==> src/rtl/reg_chain_arbiter.sv <==
// reg_chain_arbiter: round-robin sharing of a two-stage clock-enabled
// register chain between requesters A and B, with valid/owner tracking,
// downstream backpressure and per-requester completion counters.
module reg_chain_arbiter #(
  parameter int WIDTH = 4,
  parameter int CNT_W = 8
) (
  input  logic             CLK,
  input  logic             RST,
  input  logic [WIDTH-1:0] Din_a,
  input  logic             req_a,
  output logic             gnt_a,
  input  logic [WIDTH-1:0] Din_b,
  input  logic             req_b,
  output logic             gnt_b,
  input  logic             flush,
  output logic             Ce,
  output logic [WIDTH-1:0] Dout,
  output logic             Dout_valid,
  output logic             Dout_tag,
  input  logic             Dout_ready,
  output logic [1:0]       occupancy,
  output logic [CNT_W-1:0] cnt_a,
  output logic [CNT_W-1:0] cnt_b
);

  logic [WIDTH-1:0] d0, d1;
  logic             v0, v1;
  logic             t0, t1;
  logic             ptr;
  logic             consume;
  logic [WIDTH-1:0] din_sel;

  // Chain advances when the output stage is empty or being drained, never during flush
  assign Ce         = (~v1 | Dout_ready) & ~flush;
  assign Dout       = d1;
  assign Dout_valid = v1;
  assign Dout_tag   = t1;
  assign occupancy  = {1'b0, v0} + {1'b0, v1};
  assign consume    = v1 & Dout_ready;

  // Round-robin grant; ptr selects the winner only when both request
  always_comb begin
    gnt_a = 1'b0;
    gnt_b = 1'b0;
    if (Ce && !RST) begin
      if (req_a && req_b) begin
        gnt_a = ~ptr;
        gnt_b = ptr;
      end else begin
        gnt_a = req_a;
        gnt_b = req_b;
      end
    end
  end

  assign din_sel = gnt_b ? Din_b : Din_a;

  // Chain stages, priority pointer and completion counters
  always_ff @(posedge CLK) begin
    if (RST) begin
      d0    <= '0;
      d1    <= '0;
      v0    <= 1'b0;
      v1    <= 1'b0;
      t0    <= 1'b0;
      t1    <= 1'b0;
      ptr   <= 1'b0;
      cnt_a <= '0;
      cnt_b <= '0;
    end else begin
      // A consume still counts in a flush cycle
      if (consume) begin
        if (t1) cnt_b <= cnt_b + CNT_W'(1);
        else    cnt_a <= cnt_a + CNT_W'(1);
      end
      if (flush) begin
        v0 <= 1'b0;
        v1 <= 1'b0;
      end else if (Ce) begin
        d1 <= d0;
        v1 <= v0;
        t1 <= t0;
        v0 <= gnt_a | gnt_b;
        if (gnt_a || gnt_b) begin
          d0 <= din_sel;
          t0 <= gnt_b;
        end
      end
      if (gnt_a || gnt_b) ptr <= gnt_a;
    end
  end

endmodule

==> config.mk <==
export PLATFORM = sky130hd
export DESIGN_NAME = reg_chain_arbiter
export DESIGN_NICKNAME = d
export VERILOG_FILES = /design/src/rtl/reg_chain_arbiter.sv
export SDC_FILE = /design/constraint.sdc
export NUM_CORES = 1
export LEC_CHECK = 0
export BUFFER_PORTS_ARGS = -buffer_cell sky130_fd_sc_hd__clkbuf_2
export CORE_MARGIN = 2
export CORE_UTILIZATION = 46
export CTS_BUF_LIST = sky130_fd_sc_hd__clkbuf_4
export CTS_CLUSTER_DIAMETER = 150
export DETAILED_ROUTE_END_ITERATION = 6
export GPL_TIMING_DRIVEN = 0
export PLACE_DENSITY_LB_ADDON = 0.25
export SYNTH_ARGS = -nofsm -noshare
export SYNTH_HDL_FRONTEND = slang
export SYNTH_SLANG_ARGS = --single-unit
==> constraint.sdc <==
create_clock -name CLK -period 1.2 [get_ports CLK]
set_input_delay 0.06 -clock CLK [delete_from_list [all_inputs] [get_ports CLK]]
set_output_delay 0.06 -clock CLK [all_outputs]
set_load 0.005 [all_outputs]
======== Yosys cells after proc, flatten, opt, wreduce, memory -nomap -nowiden ========
Cells that the tools add are included.
word-level totals
  RAM bits ................................ 0
  register bits after elaboration ......... 29
  memories ................................ 0
  bits in latches ......................... 0
  ROM bits ................................ 0
  input port bits ......................... 14
operators by class
  divide/modulo/power cells ............... 0
  magnitude comparators ................... 0
  reductions and logical operators ........ 9
  eq/ne operators ......................... 0
  add/subtract/negate cells ............... 3
  $mul .................................... 0
  multiplexer cells ....................... 5
  bitwise logic cells ..................... 8
  shifts and indexed selects .............. 0
operators by type and width
  kind                                                           count
  8-bit by 1-bit adder with 8-bit output, second input constant  2
  2-bit AND reduction                                            3
  1-bit 2-to-1 mux                                               4
  4-bit 2-to-1 mux                                               1
  1-bit inverter                                                 4
  3-bit AND reduction                                            1
  1-bit by 1-bit adder with 2-bit output                         1
  1-bit AND                                                      2
  1-bit logical AND                                              2
  1-bit OR                                                       2
  2-bit OR reduction                                             1
  1-bit logical NOT                                              1
  1-bit logical OR                                               1

======== Longest topological paths before layout ========
Gate-level depths: netlist of run 1.
  depth in word-level cells ............... 7
  gate-level depth with buffers ........... 5
  depth with buffers taken out ............ 4

======== Worst setup path before layout of run 1 ========
Ideal clock, no wire load.
  path type ............................... reg2reg
  from .................................... reg v1, in the netlist Dout_valid
  to ...................................... reg cnt_a[5]
  data arrival time ....................... 1,273 ps
  path buffers ............................ 0
  stages on the path, launching flop included .. 4
  slack ................................... -144 ps
  clock period less this slack ............ 1,344 ps
  cells stage by stage .................... dfxtp_1 -> nand3b_2 -> or4_1 -> a21oi_1
on the way
  word-level cells in the longest chain between the ends .. 2
RTL lines
  element                        line  RTL
  from (decl)                    28    logic v0, v1;
  from (signal assigned)         82    v1 <= v0;
  1-bit AND                      40    assign consume = v1 & Dout_ready;
  2-bit AND reduction (no line)  n/a
  to (signal assigned)           75    else cnt_a <= cnt_a + CNT_W'(1);
  to (decl)                      23    output logic [CNT_W-1:0] cnt_a,
Every way passes these cells.
A chain may end at the register's enable or synchronous reset.

======== Final worst setup path of run 1 ========
  from .................................... reg v1, in the netlist Dout_valid
  to ...................................... out gnt_b
on the way
  word-level cells in the longest chain between the ends .. 5
RTL lines
  element            line  RTL
  1-bit inverter     35    assign Ce = (~v1 | Dout_ready) & ~flush;
  1-bit OR           35
  1-bit AND          35
  1-bit logical AND  46    if (Ce && !RST) begin
  1-bit 2-to-1 mux   46
  to (decl)          15    output logic gnt_b,
Every way passes these cells.

==> results of run 1 <==
==> logic make-up (layout without fill, tap and decap cells) <==
kind of cell    after synthesis  count (layout)  share of synthesized area [%]
simple gates                 51              51                           22.7
compound gates               44              44                           20.5
flops                        29              29                           44.4
buf+inv                      13              95                           5.45
xor+xnor                      4               4                           2.68
fa+ha+maj                     3               3                           2.87
mux                           2               2                           1.53
==> worst max-delay path, delay by kind of cell, from the launching register on <==
kind | cells | cell delay [ps]
buffers and inverters | 2 | 280
and+or+nand+nor | 1 | 60
AOI/OAI and AO/OA | 1 | 270
DFF | 1 | 380
==> cells in the final DEF (no fill, tap or decap), types with 3 or more instances in the layout <==
master / synthesis / layout
clkbuf_2: 0 / 39
buf_4: 2 / 27
dfxtp_1: 29 / 13
dfxtp_4: 0 / 13
nor2_1: 10 / 10
a21oi_1: 16 / 9
buf_6: 1 / 7
a21oi_2: 0 / 7
inv_1: 6 / 6
nand3_1: 8 / 6
clkbuf_4: 0 / 6
nand4_1: 5 / 5
o21ai_2: 0 / 5
o21ai_0: 12 / 4
or3_1: 5 / 4
o31ai_2: 0 / 4
or4_4: 0 / 4
a31oi_1: 4 / 4
nor4_1: 4 / 4
dlygate4sd3_1: 0 / 4
dfxtp_2: 0 / 3
xor2_1: 4 / 3
nand3_4: 0 / 3
nand2_1: 4 / 3
o21ai_1: 0 / 3
ha_4: 0 / 3
==> repair_timing <==
item                                    in CTS  in global routing
gates resized for setup                     36                 39
hold endpoints to repair                     4                  0
cloned                                       0                  0
setup buffers                               18                 14
hold buffers                                 4                  0
pin swaps                                   22                 10
endpoints found under the setup margin      19                 26
==> how the worst max path moves through the flow <==
stage,depth (start not counted),endpoint,start
after global placement,3,cnt_a[5]$_SDFFE_PP0P_,cnt_a[2]$_SDFFE_PP0P_
after floorplan,3,cnt_a[5]$_SDFFE_PP0P_,Dout_tag$_SDFFE_PP0P_
after global routing,4,gnt_b,Dout_valid$_SDFFE_PP0P_
after CTS,4,gnt_a,Dout_valid$_SDFFE_PP0P_
final,4,gnt_b,Dout_valid$_SDFFE_PP0P_
after detailed placement,4,d0[3]$_SDFFE_PP0P_,Dout_valid$_SDFFE_PP0P_
==> per-stage QoR <==
| step | cell area [sq um] | TNS, ps | hold slack [ps] | util (%) | worst slack, ps |
|---|---|---|---|---|---|
| final | 2170 | -1650 | 13.6 | 79.4 | -184 |
| after global routing | 2170 | -2680 | 0.131 | 79.4 | -236 |
| after CTS | 1940 | -604 | 19.8 | 70.8 | -168 |
| after detailed placement | 1570 | -1080 | 296 | 57.6 | -167 |
| after global placement | 1570 | -481 | 289 | 57.6 | -62.7 |
| after floorplan | 1340 | -25.1 | 195 | - | -21.0 |
==> final cells by class <==
| type | instances | area share (%) |
|---|---|---|
| Timing Repair Buffer | 74 | 22.4 |
| Clock buffer | 6 | 2.07 |
| Clock inverter | 2 | 1.56 |
| Sequential cell | 29 | 29.2 |
| Tap cell | 31 | 1.79 |
| Inverter | 6 | 1.04 |
| Multi-Input combinational cell | 104 | 39.5 |
| Buffer | 7 | 2.42 |
==> registers in the layout, indices dropped and copies added, names as in the netlist, 4 cells and up <==
name   cells
cnt_a      8
d0         4
cnt_b      8
Dout       4
==> power groups by stage <==
stage | clock network, uW | registers [uW] | logic, uW
2_1_floorplan | 0 | 1020 | 77.8
3_3_place_gp | 0 | 1020 | 129
3_5_place_dp | 0 | 1020 | 132
4_1_cts | 812 | 982 | 155
5_1_grt | 880 | 975 | 187
6_report | 825 | 972 | 171
==> metal layers <==
metal / vias to the layer above / global-route usage (%) / wire length [um]
met5: - / 0 / 0
li1: 708 / - / -
met4: 0 / 6.98 / 87
met3: 11 / 7.03 / 228
met1: 702 / 27.9 / 1700
met2: 49 / 37.7 / 2290
==> run summary, run 1 <==
run status: finished with violations
maximum clock frequency: 723 MHz
largest net degree at the start of global routing: 11
DP HPWL: 2220 um
CP Max Fanout: 7
clock network fraction of design power: 42.0%
port bufs: 39
FILL cells: 178
layout net count: 244
Critical Path RT: 1140 ps
RSZ-0062 raised after global routing: true
ANT nets after route: 0
Remaining Overflow, GRT: 0
Synth async-reset ratio: 0%
Via density: 5.68
R2R Path End: cnt_a[4]$_SDFFE_PP0P_
max-slew violations: 0
syn_nets: 163
gr usage total: 22.6%
Final Critical Period: 1380 ps
Die Area: 3290 sq um
Yosys top cell by area: dfxtp_1
FF+latch count, synth: 29
crit path kind: flip-flop to primary output
# diodes: 0
num rows: 19
top cell type's share of synthesized area: 44.4%
CTS tree: done
drt total wl: 4310 um
vias in the first global route: 1,327
multi-input logic area: 858 sq um
reg2reg start: cnt_a[0]$_SDFFE_PP0P_
Cell variety after synth: 34
clk slew on worst S/H paths: 110 ps
Main synth FF type: dfxtp_1
Worst Reg2Reg Path Length in Cells: 4
VDD IR-drop max: 1.10 mV
Worst Hold Path Cells: 3
layout cell share with drive strength beyond 1: 60.1%
Power per Cell Area: 906 nW/um^2
Post-Layout Cell Count: 259
most frequent cells after synthesis: dfxtp_1 (29), a21oi_1 (16), o21ai_0 (12)
Int Pwr: 1490 uW
hold path start: RST
GP Congestion: 0.767
H-tree Lvls: 2
first-pass GRT wire length: 5800 um
root buffer cell: clkbuf_4
Initial Utilization: 47.9%
number of CTS-inserted buffers: 5
power share of the sequential group: 49.4%
failing checks: setup timing
Gate power share: 8.7%
CP Cell Sequence: buf_4 -> nand2b_4 -> o2111a_2 -> clkbuf_2
initial antenna violation count: 0
final hold vios: 0
FF+latch area: 633 sq um
Hold Path End: cnt_a[3]$_SDFFE_PP0P_
Slew @ Worst Pin: 492 ps
WP data arrival: 1320 ps
Tcrit/Tclk final: 115%
syn_area_per_cell: 8.96 sq um
Seq/Total Area, Yosys: 44.4%
most common cell in the netlist: dfxtp_1
synth top area cells: dfxtp_1 (44%), a21oi_1 (6.1%), o21ai_0 (4.6%)
First-pass DRT Iterations: 4
Rel. slew slack: 67.2%
DRC errors left: 0
clock sinks: 29
EDFF count, synth: 0
Placed Cells incl. Taps: 216
Syn Std Cell Area: 1310 sq um
Die H: 57.3 um
wire per inst: 16.6 um
slowest stage delay, CP: 380 ps
IO Count: 41
crit end category: primary output
DIE WIDTH: 57.3 um
Mapped Cells: 146
Via Count: 1,470
yosys warns: 0
Slowest cell on crit path: dfxtp_4
max_cap viols: 0
CTS max path bufs: 2
worst setup margin: -184 ps
area delta synth->final: 65.9%
total design power: 1970 uW
HP Class: input pin to flip-flop
R2R setup slack: -150 ps
core area: 2730 sq um
Psw: 478 uW
endpoints failing setup: 21
Iteration-0 DRC Markers: 101
Net Sw Frac: 24.3%
Clock Skew: 18.2 ps
Setup crit start kind: flip-flop
Lkg Pwr: 0.000900 uW
Worst-Skew Late Latency: 350 ps
No activity file was read; power rests on OpenSTA's default activity.
==> inputs of run 2 (changes only) <==
==> constraint.sdc (replaced) <==
create_clock -name CLK -period 1.7 [get_ports CLK]
set_input_delay 0.085 -clock CLK [delete_from_list [all_inputs] [get_ports CLK]]
set_output_delay 0.085 -clock CLK [all_outputs]
set_load 0.005 [all_outputs]
==> run summary, run 2 (synthesized netlist as in run 1, its figures left out) <==
run status: finished, final reports clean
core area: 2730 sq um (unchanged)
Setup WS pre-CTS: 177 ps (+345 ps)
Worst Hold Path Cells: 3 (unchanged)
root buffer cell: clkbuf_4
DP HPWL: 2180 um (-2.1%)
Initial Utilization: 47.9% (unchanged)
met2 Usage GRT: 32.0% (-5.7 points)
hold path start: Din_b[2]
Slew @ Worst Pin: 438 ps (-54.2 ps)
Hold WS: 11.6 ps (-1.96 ps)
first-pass GRT wire length: 5110 um (-12%)
max-slew violations: 0 (unchanged)
maximum clock frequency: 645 MHz
Iteration-0 DRC Markers: 42 (-58%)
clock sinks: 29 (unchanged)
drt total wl: 2970 um (-31%)
Tcrit/Tclk final: 91.1%
Via density: 5.80 (+2.2%)
Gate power share: 8.1% (-0.6 points)
endpoints failing setup: 0 (-100%)
final hold vios: 0 (unchanged)
number of CTS-inserted buffers: 5 (unchanged)
Hold Path End: d0[2]$_SDFFE_PP0P_
largest net degree at the start of global routing: 11 (unchanged)
clock network fraction of design power: 32.3% (-9.7 points)
Die Area: 3290 sq um (unchanged)
Worst-Skew Late Latency: 310 ps (-40 ps)
ANT nets after route: 0 (unchanged)
CTS max path bufs: 2 (unchanged)
Die H: 57.3 um (unchanged)
VDD IR-drop max: 0.613 mV (-44%)
vias in the first global route: 1,180 (-11%)
layout cell share with drive strength beyond 1: 30.1% (-30 points)
First-pass DRT Iterations: 4 (unchanged)
Rel. slew slack: 70.8% (+3.6 points)
wire per inst: 13.2 um (-20%)
GP Congestion: 0.910 (+19%)
DRC errors left: 0 (unchanged)
top flop regs: cnt_a x8, cnt_b x8
Power per Cell Area: 736 nW/um^2 (-19%)
Worst Reg2Reg Path Length in Cells: 3 (-1)
R2R setup slack: 230 ps (+380 ps)
Lkg Pwr: 0.000672 uW (-25%)
layout net count: 210 (-14%)
port bufs: 39 (unchanged)
IO Count: 41 (unchanged)
Net Sw Frac: 23.4% (-0.87 points)
RSZ-0062 raised after global routing: false
num rows: 19 (unchanged)
Via Count: 1,299 (-12%)
area delta synth->final: 22.5%
CP Max Fanout: 10 (+3)
R2R Path End: cnt_a[5]$_SDFFE_PP0P_
WP data arrival: 1460 ps (+140 ps)
FILL cells: 250 (+40%)
Critical Path RT: 1620 ps (+480 ps)
clk slew on worst S/H paths: 80 ps (-30 ps)
M1 GR Usage: 24.8% (-3.1 points)
initial antenna violation count: 0 (unchanged)
met3 global-route usage: 5.90% (-1.1 points)
worst setup margin: 151 ps (+334 ps)
reg2reg start: Dout_tag$_SDFFE_PP0P_
CTS tree: done
most frequent cells in the layout: clkbuf_2 (39), dfxtp_1 (28), a21oi_1 (16)
max_cap viols: 0 (unchanged)
Clock Skew: 10.2 ps (-8.05 ps)
Final Critical Period: 1550 ps
HP Class: input pin to flip-flop
Setup crit start kind: flip-flop
TNS Setup: 0 ps (+1650 ps)
crit path kind: flip-flop to primary output
power share of the sequential group: 59.7% (+10 points)
gr usage total: 19.8% (-2.8 points)
busiest grt layer: met2
Remaining Overflow, GRT: 0 (unchanged)
Psw: 276 uW (-42%)
crit end category: primary output
Post-CTS Setup Repair Bufs: 0 (-18)
H-tree Lvls: 2 (unchanged)
# diodes: 0 (unchanged)
most common library cell in the layout ignoring fill and taps: clkbuf_2
DIE WIDTH: 57.3 um (unchanged)
Int Pwr: 903 uW (-39%)
## run 2: changes by cell type in the layout (fill, tap and decap cells not counted), sizes merged
cell | before | now
dlygate4sd3 | 4 | 1
buf | 36 | 5
bufinv | 1 | 0
## run 2: area by class of cell
cell class | instances | area, sq um | share of cell area [%]
Buffer | 7 | 48.8 | 3.04
Clock buffer | 6 | 45.0 | 2.81
Clock inverter | 1 | 3.75 | 0.234
Inverter | 6 | 22.5 | 1.41
Multi-Input combinational cell | 104 | 657 | 41.0
Sequential cell | 29 | 582 | 36.3
Tap cell | 31 | 38.8 | 2.42
Timing Repair Buffer | 40 | 205 | 12.8
## run 2: how the worst max path moves through the flow
stage | cells after the start | slack [ps] | endpoint | startpoint
after global placement | 3 | 260 | cnt_b[5]$_SDFFE_PP0P_ | Dout_valid$_SDFFE_PP0P_
after floorplan | 3 | 360 | cnt_a[5]$_SDFFE_PP0P_ | Dout_valid$_SDFFE_PP0P_
after CTS | 4 | 70 | gnt_a | Dout_valid$_SDFFE_PP0P_
final | 4 | 150 | gnt_a | Dout_valid$_SDFFE_PP0P_
after detailed placement | 3 | 180 | cnt_b[7]$_SDFFE_PP0P_ | Dout_valid$_SDFFE_PP0P_
after global routing | 4 | 60 | gnt_a | Dout_valid$_SDFFE_PP0P_
## run 2: through the flow
step	instances	area, sq um	utilization [%]	power (uW)
floorplan	146	1310	-	772
global placement	216	1540	56.4	808
detailed placement	216	1540	56.4	812
CTS	224	1600	58.6	1190
global route	224	1600	58.6	1240
finish	224	1600	58.6	1180
## run 2: power by group through the flow
stage | Combinational [uW] | Sequential [uW] | Clock (uW)
after floorplan | 54.5 | 717 | 0
after global placement | 89.3 | 718 | 0
after detailed placement | 92.2 | 719 | 0
after CTS | 94.2 | 703 | 388
after global routing | 106 | 706 | 423
final | 95.1 | 703 | 380
## run 2: timing repair
item                                    in CTS  in global routing
endpoints found under the setup margin       0                  1
endpoints found under the hold margin        1                  0
resized for setup                            0                  1
hold buffers                                 1                  0
## run 2: per-layer routing
layer / vias to the layer above / share of wire [%] / routed length, um
li1: 640 / - / -
met1: 616 / 44 / 1310
met2: 39 / 48 / 1430
met3: 4 / 6.6 / 196
met4: 0 / 0.98 / 29
met5: - / 0 / 0
## run 2: worst max-delay path: stages, from the launching register on
cell	delay, ps
dfxtp_2	380
and2b_1	210
buf_4	180
nor3_2	240
clkbuf_2	150
==> inputs of run 3 (changes only) <==
--- a/config.mk
+++ b/config.mk
@@ -6,6 +6,7 @@
 export NUM_CORES = 1
 export LEC_CHECK = 0
 export BUFFER_PORTS_ARGS = -buffer_cell sky130_fd_sc_hd__clkbuf_2
+export CORE_ASPECT_RATIO = 1.4
 export CORE_MARGIN = 2
 export CORE_UTILIZATION = 46
 export CTS_BUF_LIST = sky130_fd_sc_hd__clkbuf_4
==> run summary, run 3 (synthesized netlist as in run 1, its figures left out) <==
run status: finished, final reports clean
final core occ: 61.4% (+2.8 points)
max_cap viols: 0 (unchanged)
worst setup margin: 131 ps (-19.4 ps)
multi-input logic area: 657 sq um (unchanged)
wire per inst: 13.0 um (-1.6%)
gr usage total: 20.7% (+0.93 points)
Placed Cells incl. Taps: 221 (+2.3%)
VDD IR-drop max: 0.530 mV (-13%)
RSZ-0062 raised after global routing: false
final hold vios: 0 (unchanged)
Die H: 67.1 um (+17%)
Power per Cell Area: 718 nW/um^2 (-2.5%)
most common library cell in the layout ignoring fill and taps: clkbuf_2
DP HPWL: 2220 um (+1.9%)
CTS max path bufs: 2 (unchanged)
vias in the first global route: 1,238 (+4.9%)
clock sinks: 29 (unchanged)
Worst-Skew Late Latency: 320 ps (about the same)
Post-Layout Cell Count: 233 (+4.0%)
Post-CTS Setup Repair Bufs: 0 (unchanged)
hold path start: RST
Lkg Pwr: 0.000685 uW (+2.0%)
crit end category: primary output
number of CTS-inserted buffers: 5 (unchanged)
num rows: 22 (+3)
CTS tree: done
Via Count: 1,300 (+0.077%)
H-tree Lvls: 2 (unchanged)
Iteration-0 DRC Markers: 25 (-40%)
Remaining Overflow, GRT: 0 (unchanged)
TNS Setup: 0 ps (unchanged)
Clock Skew: 1.59 ps (-8.58 ps)
ANT nets after route: 0 (unchanged)
DRC errors left: 0 (unchanged)
Rel. slew slack: 71.1% (+0.33 points)
largest net degree at the start of global routing: 11 (unchanged)
IO Count: 41 (unchanged)
Setup WS pre-CTS: 184 ps (+7.02 ps)
Worst Reg2Reg Path Length in Cells: 3 (unchanged)
Setup crit start kind: flip-flop
Critical Path RT: 1620 ps (about the same)
area delta synth->final: 25.3%
WP data arrival: 1480 ps (+20 ps)
reg2reg start: Dout_tag$_SDFFE_PP0P_
layout net count: 213 (+1.4%)
Hold Path End: cnt_a[3]$_SDFFE_PP0P_
core area: 2670 sq um (-2.3%)
drt total wl: 3040 um (+2.4%)
maximum clock frequency: 637 MHz (-1.2%)
GP Congestion: 0.748 (-18%)
Tcrit/Tclk final: 92.3% (+1.1 points)
clk slew on worst S/H paths: 90 ps (about the same)
First-pass DRT Iterations: 4 (unchanged)
FILL cells: 246 (-1.6%)
Slew @ Worst Pin: 433 ps (-5.02 ps)
endpoints failing setup: 0 (unchanged)
root buffer cell: clkbuf_4
Worst Hold Path Cells: 3 (unchanged)
first-pass GRT wire length: 5180 um (+1.4%)
Hold WS: 75.7 ps (+64.1 ps)
Final Critical Period: 1570 ps (+19.4 ps)
initial antenna violation count: 0 (unchanged)
top flop regs: cnt_a x8, cnt_b x8
Die Area: 3290 sq um (+0.18%)
most frequent cells in the layout: clkbuf_2 (39), dfxtp_1 (28), a21oi_1 (16)
crit path kind: flip-flop to primary output
HP Class: input pin to flip-flop
FF+latch area: 582 sq um (unchanged)
max-slew violations: 0 (unchanged)
port bufs: 39 (unchanged)
R2R Path End: cnt_a[7]$_SDFFE_PP0P_
CP Max Fanout: 10 (unchanged)
Initial Utilization: 49.0% (+1.1 points)
layout cell share with drive strength beyond 1: 29.4% (-0.61 points)
R2R setup slack: 240 ps (about the same)
# diodes: 0 (unchanged)
DIE WIDTH: 49.1 um (-14%)
Via density: 5.58 (-3.8%)
## run 3: changes by cell type in the layout (fill, tap and decap cells not counted), sizes merged
| cell | before | now |
|---|---|---|
| clkinv | 1 | 3 |
| dlygate4sd3 | 1 | 4 |
| clkbuf | 46 | 45 |
## run 3: power by group
group	total, uW	leakage (uW)	internal (uW)	switching (uW)
registers	703	0.000235	694	9.53
logic	100	0.000419	48.0	52.5
clock network	373	0.0000300	149	224
## run 3: layer usage
| layer | wire (um) | track usage [%] | vias up | part of all wire (%) |
|---|---|---|---|---|
| li1 | - | - | 651 | - |
| met1 | 1170 | 20.3 | 600 | 38 |
| met2 | 1650 | 40.0 | 43 | 54 |
| met3 | 167 | 5.61 | 6 | 5.5 |
| met4 | 56 | 9.64 | 0 | 1.8 |
| met5 | 0 | 0 | - | 0 |
## run 3: cell type report
class / count / share of cell area, %
Sequential cell: 29 / 35.5
Timing Repair Buffer: 43 / 14.3
Buffer: 7 / 2.97
Clock buffer: 5 / 2.29
Inverter: 6 / 1.37
Clock inverter: 3 / 0.763
Multi-Input combinational cell: 104 / 40.0
Tap cell: 36 / 2.75
## run 3: what timing repair did
| action | 4_1_cts | 5_1_grt |
|---|---|---|
| hold endpoints to repair | 4 | 0 |
| setup endpoints to repair | 0 | 1 |
| hold buffers | 4 | 0 |
| resized for setup | 0 | 1 |
## run 3: worst max-delay path: stages, from the launching register on
cell,delay [ps]
dfxtp_2,380
and2b_1,210
buf_4,180
nor3_2,240
clkbuf_2,150
## run 3: how the worst max path moves through the flow
stage                       endpoint               startpoint  slack [ps]
2_1_floorplan  cnt_a[5]$_SDFFE_PP0P_  Dout_valid$_SDFFE_PP0P_         360
3_3_place_gp   cnt_a[7]$_SDFFE_PP0P_  Dout_valid$_SDFFE_PP0P_         220
3_5_place_dp   cnt_a[7]$_SDFFE_PP0P_  Dout_valid$_SDFFE_PP0P_         180
4_1_cts                        gnt_a  Dout_valid$_SDFFE_PP0P_          50
5_1_grt                        gnt_a  Dout_valid$_SDFFE_PP0P_          40
6_report                       gnt_a  Dout_valid$_SDFFE_PP0P_         130
## run 3: metrics by stage
| step | cell area (sq um) | total power [uW] |
|---|---|---|
| detailed placement | 1550 | 812 |
| global placement | 1550 | 808 |
| global route | 1640 | 1240 |
| finish | 1640 | 1180 |
| floorplan | 1310 | 772 |
| CTS | 1640 | 1190 |
